`src/rtl/tinyqv_peri_pkg.sv`:
```
// Shared peripheral definitions for the TinyQV UART slice.
//  - Peripheral select codes for the UART data and status registers.
//  - Bit positions inside the UART status word and the status-write flush bit.
//  - Ingress handshake state type used by uart_rx_fifo.
//  - Helper that packs the status word the read mux returns.
package tinyqv_peri_pkg;

  // Peripheral select codes on the TinyQV peripheral bus
  localparam logic [3:0] PERI_UART        = 4'h2;
  localparam logic [3:0] PERI_UART_STATUS = 4'h3;

  // UART status word bit positions (read side)
  localparam int unsigned UART_STATUS_TX_BUSY    = 0;
  localparam int unsigned UART_STATUS_RX_VALID   = 1;
  localparam int unsigned UART_STATUS_RX_OVERRUN = 2;
  localparam int unsigned UART_STATUS_RX_FULL    = 3;

  // Writing the status register with this bit set empties the receive FIFO
  localparam int unsigned UART_STATUS_FLUSH_BIT  = 2;

  // Ingress side of the uart_rx handshake: after every acknowledge the FIFO
  // sits out one cycle so the receiver's registered valid has time to drop.
  typedef enum logic {
    ING_OPEN = 1'b0,
    ING_HOLD = 1'b1
  } ingress_state_t;

  function automatic logic [7:0] uart_status_word(
    input logic tx_busy,
    input logic rx_valid,
    input logic rx_overrun,
    input logic rx_full
  );
    logic [7:0] w;
    w = '0;
    w[UART_STATUS_TX_BUSY]    = tx_busy;
    w[UART_STATUS_RX_VALID]   = rx_valid;
    w[UART_STATUS_RX_OVERRUN] = rx_overrun;
    w[UART_STATUS_RX_FULL]    = rx_full;
    return w;
  endfunction

endpackage

```
`src/rtl/uart_rx_fifo.sv`:
```
// uart_rx_fifo: byte FIFO between uart_rx and the peripheral read mux.
// Drains uart_rx through its valid/read handshake, buffers bytes in a small
// flop array and presents the head byte combinationally for a single-cycle
// bus read. Produces RTS back-pressure and a level interrupt from fill level.
//
// Ports
//  clk          system clock
//  rst          synchronous reset, active high
//  rx_valid     uart_rx holds an unread byte
//  rx_data      uart_rx byte, stable while rx_valid
//  rx_read      one-cycle acknowledge back to uart_rx
//  pop          bus read of the UART data address
//  flush        discard all entries
//  rd_data      head byte, 8'h00 when empty
//  empty        count == 0
//  full         count == DEPTH
//  count        current fill level
//  overrun      sticky: a byte was offered while full
//  clr_overrun  clears overrun
//  rts          1 = peer must stop sending (registered)
//  irq_level    interrupt request level
module uart_rx_fifo
  import tinyqv_peri_pkg::*;
#(
  parameter int unsigned DEPTH      = 8,
  parameter int unsigned PTR_W      = 3,
  parameter int unsigned IRQ_THRESH = 1,
  parameter int unsigned RTS_MARGIN = 2
) (
  input  logic             clk,
  input  logic             rst,
  input  logic             rx_valid,
  input  logic [7:0]       rx_data,
  output logic             rx_read,
  input  logic             pop,
  input  logic             flush,
  output logic [7:0]       rd_data,
  output logic             empty,
  output logic             full,
  output logic [PTR_W:0]   count,
  output logic             overrun,
  input  logic             clr_overrun,
  output logic             rts,
  output logic             irq_level
);

  localparam int unsigned CNT_W = PTR_W + 1;
  localparam logic [PTR_W:0] DEPTH_LVL = CNT_W'(DEPTH);
  localparam logic [PTR_W:0] RTS_LVL   = CNT_W'(DEPTH - RTS_MARGIN);
  localparam logic [PTR_W:0] IRQ_LVL   = CNT_W'(IRQ_THRESH);

  logic [7:0]       mem [DEPTH];
  logic [PTR_W-1:0] wr_ptr;
  logic [PTR_W-1:0] rd_ptr;
  logic [PTR_W:0]   count_q;
  logic             overrun_q;
  logic             rts_q;

  ingress_state_t   ing_state_q;
  ingress_state_t   ing_state_d;
  logic             hold;

  logic             push;
  logic             pop_ok;

  // Status derived from the registered count; full deliberately ignores a
  // same-cycle pop so a slot freed this cycle is only reusable next cycle.
  assign empty = (count_q == '0);
  assign full  = (count_q == DEPTH_LVL);

  // Flush wins over both ends of the queue, including the uart_rx ack.
  assign push   = rx_valid && !full && !hold && !flush;
  assign pop_ok = pop && !empty && !flush;

  // ---------------------------------------------------------------------
  // Ingress handshake FSM
  // ---------------------------------------------------------------------
  always_ff @(posedge clk) begin
    if (rst) begin
      ing_state_q <= ING_OPEN;
    end else begin
      ing_state_q <= ing_state_d;
    end
  end

  always_comb begin
    ing_state_d = ING_OPEN;
    if (push) begin
      ing_state_d = ING_HOLD;
    end
  end

  always_comb begin
    hold    = (ing_state_q == ING_HOLD);
    rx_read = push;
  end

  // ---------------------------------------------------------------------
  // Storage: flop array, no reset needed because rd_data is gated by empty
  // ---------------------------------------------------------------------
  always_ff @(posedge clk) begin
    if (push) begin
      mem[wr_ptr] <= rx_data;
    end
  end

  // ---------------------------------------------------------------------
  // Pointers and fill level; pointers wrap naturally at power-of-two DEPTH
  // ---------------------------------------------------------------------
  always_ff @(posedge clk) begin
    if (rst || flush) begin
      wr_ptr  <= '0;
      rd_ptr  <= '0;
      count_q <= '0;
    end else begin
      if (push) begin
        wr_ptr <= wr_ptr + 1'b1;
      end
      if (pop_ok) begin
        rd_ptr <= rd_ptr + 1'b1;
      end
      unique case ({push, pop_ok})
        2'b10:   count_q <= count_q + 1'b1;
        2'b01:   count_q <= count_q - 1'b1;
        default: count_q <= count_q;
      endcase
    end
  end

  // ---------------------------------------------------------------------
  // Sticky overrun: a byte offered while full (outside the hold cycle).
  // Setting takes priority over a simultaneous clear.
  // ---------------------------------------------------------------------
  always_ff @(posedge clk) begin
    if (rst) begin
      overrun_q <= 1'b0;
    end else if (rx_valid && full && !hold) begin
      overrun_q <= 1'b1;
    end else if (clr_overrun) begin
      overrun_q <= 1'b0;
    end
  end

  // RTS follows the fill level one cycle late
  always_ff @(posedge clk) begin
    if (rst) begin
      rts_q <= 1'b0;
    end else begin
      rts_q <= (count_q >= RTS_LVL);
    end
  end

  // ---------------------------------------------------------------------
  // Outputs
  // ---------------------------------------------------------------------
  assign rd_data   = empty ? '0 : mem[rd_ptr];
  assign count     = count_q;
  assign overrun   = overrun_q;
  assign rts       = rts_q;
  assign irq_level = (count_q >= IRQ_LVL);

endmodule
```
`config.mk`:
```
export PLATFORM = sky130hd
export DESIGN_NAME = uart_rx_fifo
export DESIGN_NICKNAME = d
export VERILOG_FILES = /design/src/rtl/tinyqv_peri_pkg.sv /design/src/rtl/uart_rx_fifo.sv
export SDC_FILE = /design/constraint.sdc
export NUM_CORES = 1
export LEC_CHECK = 0
export ABC_AREA = 1
export CAP_MARGIN = 20
export CORE_ASPECT_RATIO = 0.5
export CORE_MARGIN = 8
export CORE_UTILIZATION = 45
export DETAILED_ROUTE_END_ITERATION = 7
export PLACE_DENSITY = 0.67
export SLEW_MARGIN = 20
export SYNTH_ARGS = -nofsm -noshare
export SYNTH_HDL_FRONTEND = slang
export SYNTH_SLANG_ARGS = --single-unit
```
`constraint.sdc`:
```
create_clock -name clk -period 2 [get_ports clk]
set_clock_uncertainty 0.15 [all_clocks]
set_input_delay 0.3 -clock clk [delete_from_list [all_inputs] [get_ports clk]]
set_output_delay 0.3 -clock clk [all_outputs]
set_load 0.05 [all_outputs]
```
== After elaboration in Yosys (flattened, before gate mapping) ==
Memory sizes are Yosys's and may differ from the RTL's. A register that Yosys moved wholly into a read port is not among the register bits.
Index checks and enable logic that the tools add are counted.

* Multiplexer cells: 8
* Add/subtract/negate cells: 4
* Eq/ne operators: 3
* Order comparisons: 2
* Reductions and logical operators: 15

{| class="wikitable"
|+ Operators by type and width
! cell !! number
|-
| two-way mux 8 bit || 1
|-
| one-hot mux 4 bit (2 select lines) || 1
|-
| logical AND 1 bit || 7
|-
| adder 3 x 1 -> 3 bit, second input constant || 2
|-
| two-way mux 3 bit || 2
|-
| adder 4 x 1 -> 4 bit, second input constant || 1
|-
| equality test 4 bit, second input constant || 1
|-
| greater-or-equal comparator 4 x 1 -> 1 bit, second input constant || 1
|-
| greater-or-equal comparator 4 x 3 -> 1 bit, second input constant || 1
|-
| logical NOT 1 bit || 4
|-
| logical NOT 4 bit || 1
|-
| two-way mux 1 bit || 4
|-
| nonzero test 2 bit || 2
|-
| subtractor 4 x 1 -> 4 bit, second input constant || 1
|-
| equality test 2 x 1 -> 1 bit, second input constant || 1
|-
| equality test 2 bit, second input constant || 1
|-
| logical OR 1 bit || 1
|}

* Register bits after elaboration: 13
* Memories: 1
* Memory bits (writable): 64

{| class="wikitable"
|+ Memory list
! name !! depth !! bits a word !! read ports !! clocked after memory_dff !! write ports !! line !! text
|-
| mem || 8 || 8 || 1 || 1 || 1 || uart_rx_fifo.sv:52 || <nowiki>logic [7:0] mem [DEPTH];</nowiki>
|}

== Longest topological paths before layout ==
Gate-level depths: netlist (run 1).

* Depth in word-level cells: 7
* Gate-level depth with buffers: 13
* Mapped depth without buffers: 13

== Worst setup path after synthesis (run 1) ==
OpenSTA, ideal clock, no wires.

* Kind: flip-flop to flip-flop
* Start point: register count_q[0] (netlist: count[0])
* End point: memory mem[0][0] (enable)
* Slack: -620 ps
* Library setup time: 370 ps
* Period minus slack after synthesis: 2620 ps
* Required time: 1480 ps
* Cell stages (with the launch flop): 8
* Arrival time: 2100 ps
* Cell sequence: dfxtp_1 > inv_1 > ha_1 > nand3_4 > nand2_2 > inv_2 > nand2_1 > nor2_1

* Cells in the longest elaborated chain, start to end: 7

{| class="wikitable"
|+ RTL lines
! item !! line !! text
|-
| start: declaration || uart_rx_fifo.sv:55 || <nowiki>logic [PTR_W:0] count_q;</nowiki>
|-
| start signal: assignment || uart_rx_fifo.sv:123 || <nowiki>2'b10: count_q <= count_q + 1'b1;</nowiki>
|-
| start signal: assignment || uart_rx_fifo.sv:124 || <nowiki>2'b01: count_q <= count_q - 1'b1;</nowiki>
|-
| start signal: assignment || uart_rx_fifo.sv:125 || <nowiki>default: count_q <= count_q;</nowiki>
|-
| equality test 4 bit || uart_rx_fifo.sv:69 || <nowiki>assign full = (count_q == DEPTH_LVL);</nowiki>
|-
| logical NOT 1 bit || uart_rx_fifo.sv:72 || <nowiki>assign push = rx_valid && !full && !hold && !flush;</nowiki>
|-
| logical AND 1 bit (3 in series) || uart_rx_fifo.sv:72 ||
|-
| net rx_read || uart_rx_fifo.sv:34 || <nowiki>output logic rx_read,</nowiki>
|-
| two-way mux 1 bit || uart_rx_fifo.sv:102 || <nowiki>if (push) begin</nowiki>
|-
| two-way mux 1 bit (not written as such) || uart_rx_fifo.sv:103 || <nowiki>mem[wr_ptr] <= rx_data;</nowiki>
|-
| end: declaration || uart_rx_fifo.sv:52 ||
|}

The timed path passes the listed nets, and every way through them passes these cells.

==> run metrics, run 1 <==
combinational family with the most area after synthesis simple AND/OR/NAND/NOR gates; HPWL Detailed about 5400 um; clk sinks 80; CTS tree done; Die X about 140 um; initial antenna violation count 0; critical path class reg -> out; row cnt 23; IO Count 32; # fillers 630; Synth area leader edfxtp_1; worst-margin pin slew approximately 0.5 ns; number of synthesis warnings 0; Die Area between 0.01 and 0.015 mm^2; cts bufs inserted 9; FF-to-FF Start count[0]; first-pass GRT wire length between 10,000 and 15,000 um; layout cells sized above 1 ~27%; Hold Path End overrun; WP depth 8; Hold Slack around 0.31 ns; PwrDens around 770 mW/mm^2; Hold WC Path Type reg -> reg; fin crit share 104%; Avg WL per Cell 15.1 um; Synth Area in Compound Gates 1.56%; DRC errors left 0; Cell Count, Final, Fillers Out 572; Setup WS post-layout -0.0748 ns; multi-input gate area in the final layout 0.00128 mm^2; hold depth 2; post-route cell area around 0.0050 mm^2; minimum clock period 2.07 ns; final WL about 8600 um; critical path's slowest cell dfxtp_4; DR pass1 iterations 5; WP data required between 1.5 and 2 ns; Reg2Reg Capture Point mem[7][5]; r2r setup slk ~0.09 ns; Adder-Cell Fraction of Synth Area under 10%; Root Buffer clkbuf_16; grt total ovfl 0; Crit Path Max Fanout 16; post-route ant nets 0; violated checks negative setup slack; LEAKAGE approximately 2.2 nW; CP Launch Type flip-flop; Post-Syn Area about 0.0037 mm^2; largest stage delay on the critical path around 0.4 ns; number of global-route vias before repair 2,612; Peak VDD IR about 0.44 mV; Area Growth Syn to Fin 36.4%; H-tree Lvls 3; area share of the largest cell type after synthesis 52.1%; number of max-cap violations 0; Core ar. ~0.008 mm^2; Clk Latency, worst-skew pair approximately 0.33 ns; DP Area 0.00435 mm^2; Worst Path Arrival ~1.6 ns; largest net degree at the start of global routing 33; Die H between 80 and 90 um; R2R cell count 7; Crit path buffers/inverters 3; top achievable clock speed 482 MHz; Global Route Usage Sum 15.6%; Slew Viols, Final 0; post-synth net total around 420; simple-gate share of the synthesized area about a quarter; Synth cell types 24; hold path startpoint overrun; Yosys reg bits 80; xor and xnor area share after synthesis less than 1%; CTS max path bufs 2; CP delay by family, top simple AND/OR/NAND/NOR gates; fin nets 476; unrepaired setup endpoints after global routing yes; register area share after synthesis 60.8%; Initial Utilization between 40% and 50%; mux cell area share after synthesis 0%; crit path capture type output pin; dominant cells by area after synthesis edfxtp_1 52%, nand2_1 12%, dfxtp_1 8.7%, inv_1 7.2%, nand3_1 5.4%; Slew HR approximately two thirds; status finished with violations; RD Place Congestion roughly 0.84; register area 0.00225 mm^2; final hold violation count 0; CP cell instances buf_12 > clkinv_16 > nand2_1 > nand3_2 > nand3_1 > nand2_1 > nor2_2 > buf_12; PortBufs 31; average size of a mapped cell between 9 and 10 um^2; routed via count ~2,700; vias per cell roughly 4.8; Placed Instances between 500 and 600; pre-CTS setup slack -0.0768 ns; final setup vio count 8; Antenna diodes 0; Syn Inst Count between 300 and 400; Reg clk slew, reported paths roughly 0.06 ns; initial drt markers 231
==> synthesized netlist by cell type <==
cell        n
dfxtp_1    16
inv_4       1
o21ai_0     3
inv_8       1
nor2_2      1
ha_1        7
nand3_4     1
nand3b_1    1
inv_1      71
nand2_1   122
nand2_2     8
a21o_1      1
nand4_1     1
nand3_1    40
edfxtp_1   64
a21oi_1     7
clkbuf_1    1
buf_6       7
buf_4       4
or2_2       1
nor2_1     36
xor2_1      1
inv_2       1
buf_2       1
==> flip-flops by register name, summed over array words and instances, names as in the netlist, named ones only <==
name     flops
hold         1
mem         64
rd_ptr       3
wr_ptr       3
count        4
rts          1
overrun      1
==> worst max-delay path by stage <==
stage	from	slack, ns	to
after floorplan	count[0]	0.002	mem[1][0]
after global placement	rx_valid	-0.05	mem[5][2]
after detailed placement	rx_valid	-0.08	count[2]
after CTS	flip-flop	-0.07	rd_data[4]
after global routing	flip-flop	-0.13	rd_data[6]
final	flip-flop	-0.07	rd_data[7]
==> routing by layer <==
metal  global-route usage (%)  vias to the layer above  part of all wire (%)
met2                     26.3                      108                    49
met1                     18.6                     1251                    42
met5                        0                        -                     0
met4                     5.93                        0                  0.85
li1                         -                     1362                     -
met3                     4.83                        9                   8.3
==> cell families (layout without fill, tap and decap cells) <==
group | after synthesis | in the layout
AND/OR/NAND/NOR | 211 | 211
buffers and inverters | 87 | 150
flip-flops | 80 | 80
AO/OA/AOI/OAI | 11 | 11
adder cells (fa/ha/maj) | 7 | 7
XOR/XNOR | 1 | 1
==> report_power, final <==
group	internal, W	leakage (nW)	total, W	switching (W)
combinational	0.000165	1.30	0.000391	0.000226
clock	0.000979	0.142	0.00165	0.000669
sequential	0.00181	0.710	0.00182	0.00000988
total	0.00295	2.16	0.00386	0.000905
==> worst reg2reg max path, cell delays in order (launching register included) <==
cell	delay [ns]
dfxtp_4	0.38
inv_2	0.06
ha_4	0.18
nand3_4	0.10
buf_4	0.12
nand3_1	0.25
nor2_1	0.19
buf_4	0.19
==> layout by cell type, fill, tap and decap left out, drive strengths merged <==
cell type      Yosys  layout
nand3b             1       1
dfxtp             16      16
ha                 7       7
o21ai              3       3
clkbuf             1      10
xor2               1       1
clkdlybuf4s50      0      15
bufinv             0       1
or2                1       1
clkinv             0       2
clkinvlp           0       2
nor2              37      37
nand4              1       1
edfxtp            64      64
a21o               1       1
buf               12      41
nand3             41      41
a21oi              7       7
dlymetal6s2s       0       2
nand2            130     130
inv               74      77
==> per-stage QoR <==
step | util (%) | TNS [ns] | power, W
finish | 63.1 | -0.424 | 0.00386
global route | 63.1 | -0.947 | 0.00399
CTS | 61.1 | -0.368 | 0.00386
detailed placement | 54.5 | -3.53 | 0.00219
global placement | 54.5 | -2.10 | 0.00219
floorplan | - | 0 | 0.00204
==> cell type report <==
class	instances	share of cell area [%]
clock buffer	9	4.48
tap	112	2.79
clock inverter	7	1.54
sequential	80	44.8
timing repair inverter	1	0.398
inverter	74	6.24
timing repair buffer	59	14.3
multi-input combinational	230	25.5
==> repair_timing <==
action,CTS,global route
setup buffers,8,1
resized for setup,31,34
hold buffers,0,0
gates cloned,1,2
pin swaps,14,16
endpoints found under the setup margin,10,12
(Power assumes the default switching activity.)
==> inputs of run 2 (changes only) <==
--- a/config.mk
+++ b/config.mk
@@ -12,7 +12,6 @@
 export CORE_UTILIZATION = 45
 export DETAILED_ROUTE_END_ITERATION = 7
 export PLACE_DENSITY = 0.67
-export SLEW_MARGIN = 20
 export SYNTH_ARGS = -nofsm -noshare
 export SYNTH_HDL_FRONTEND = slang
 export SYNTH_SLANG_ARGS = --single-unit
==> results of run 2 <==
Final layout, timing and power as in run 1 (identical DEF).
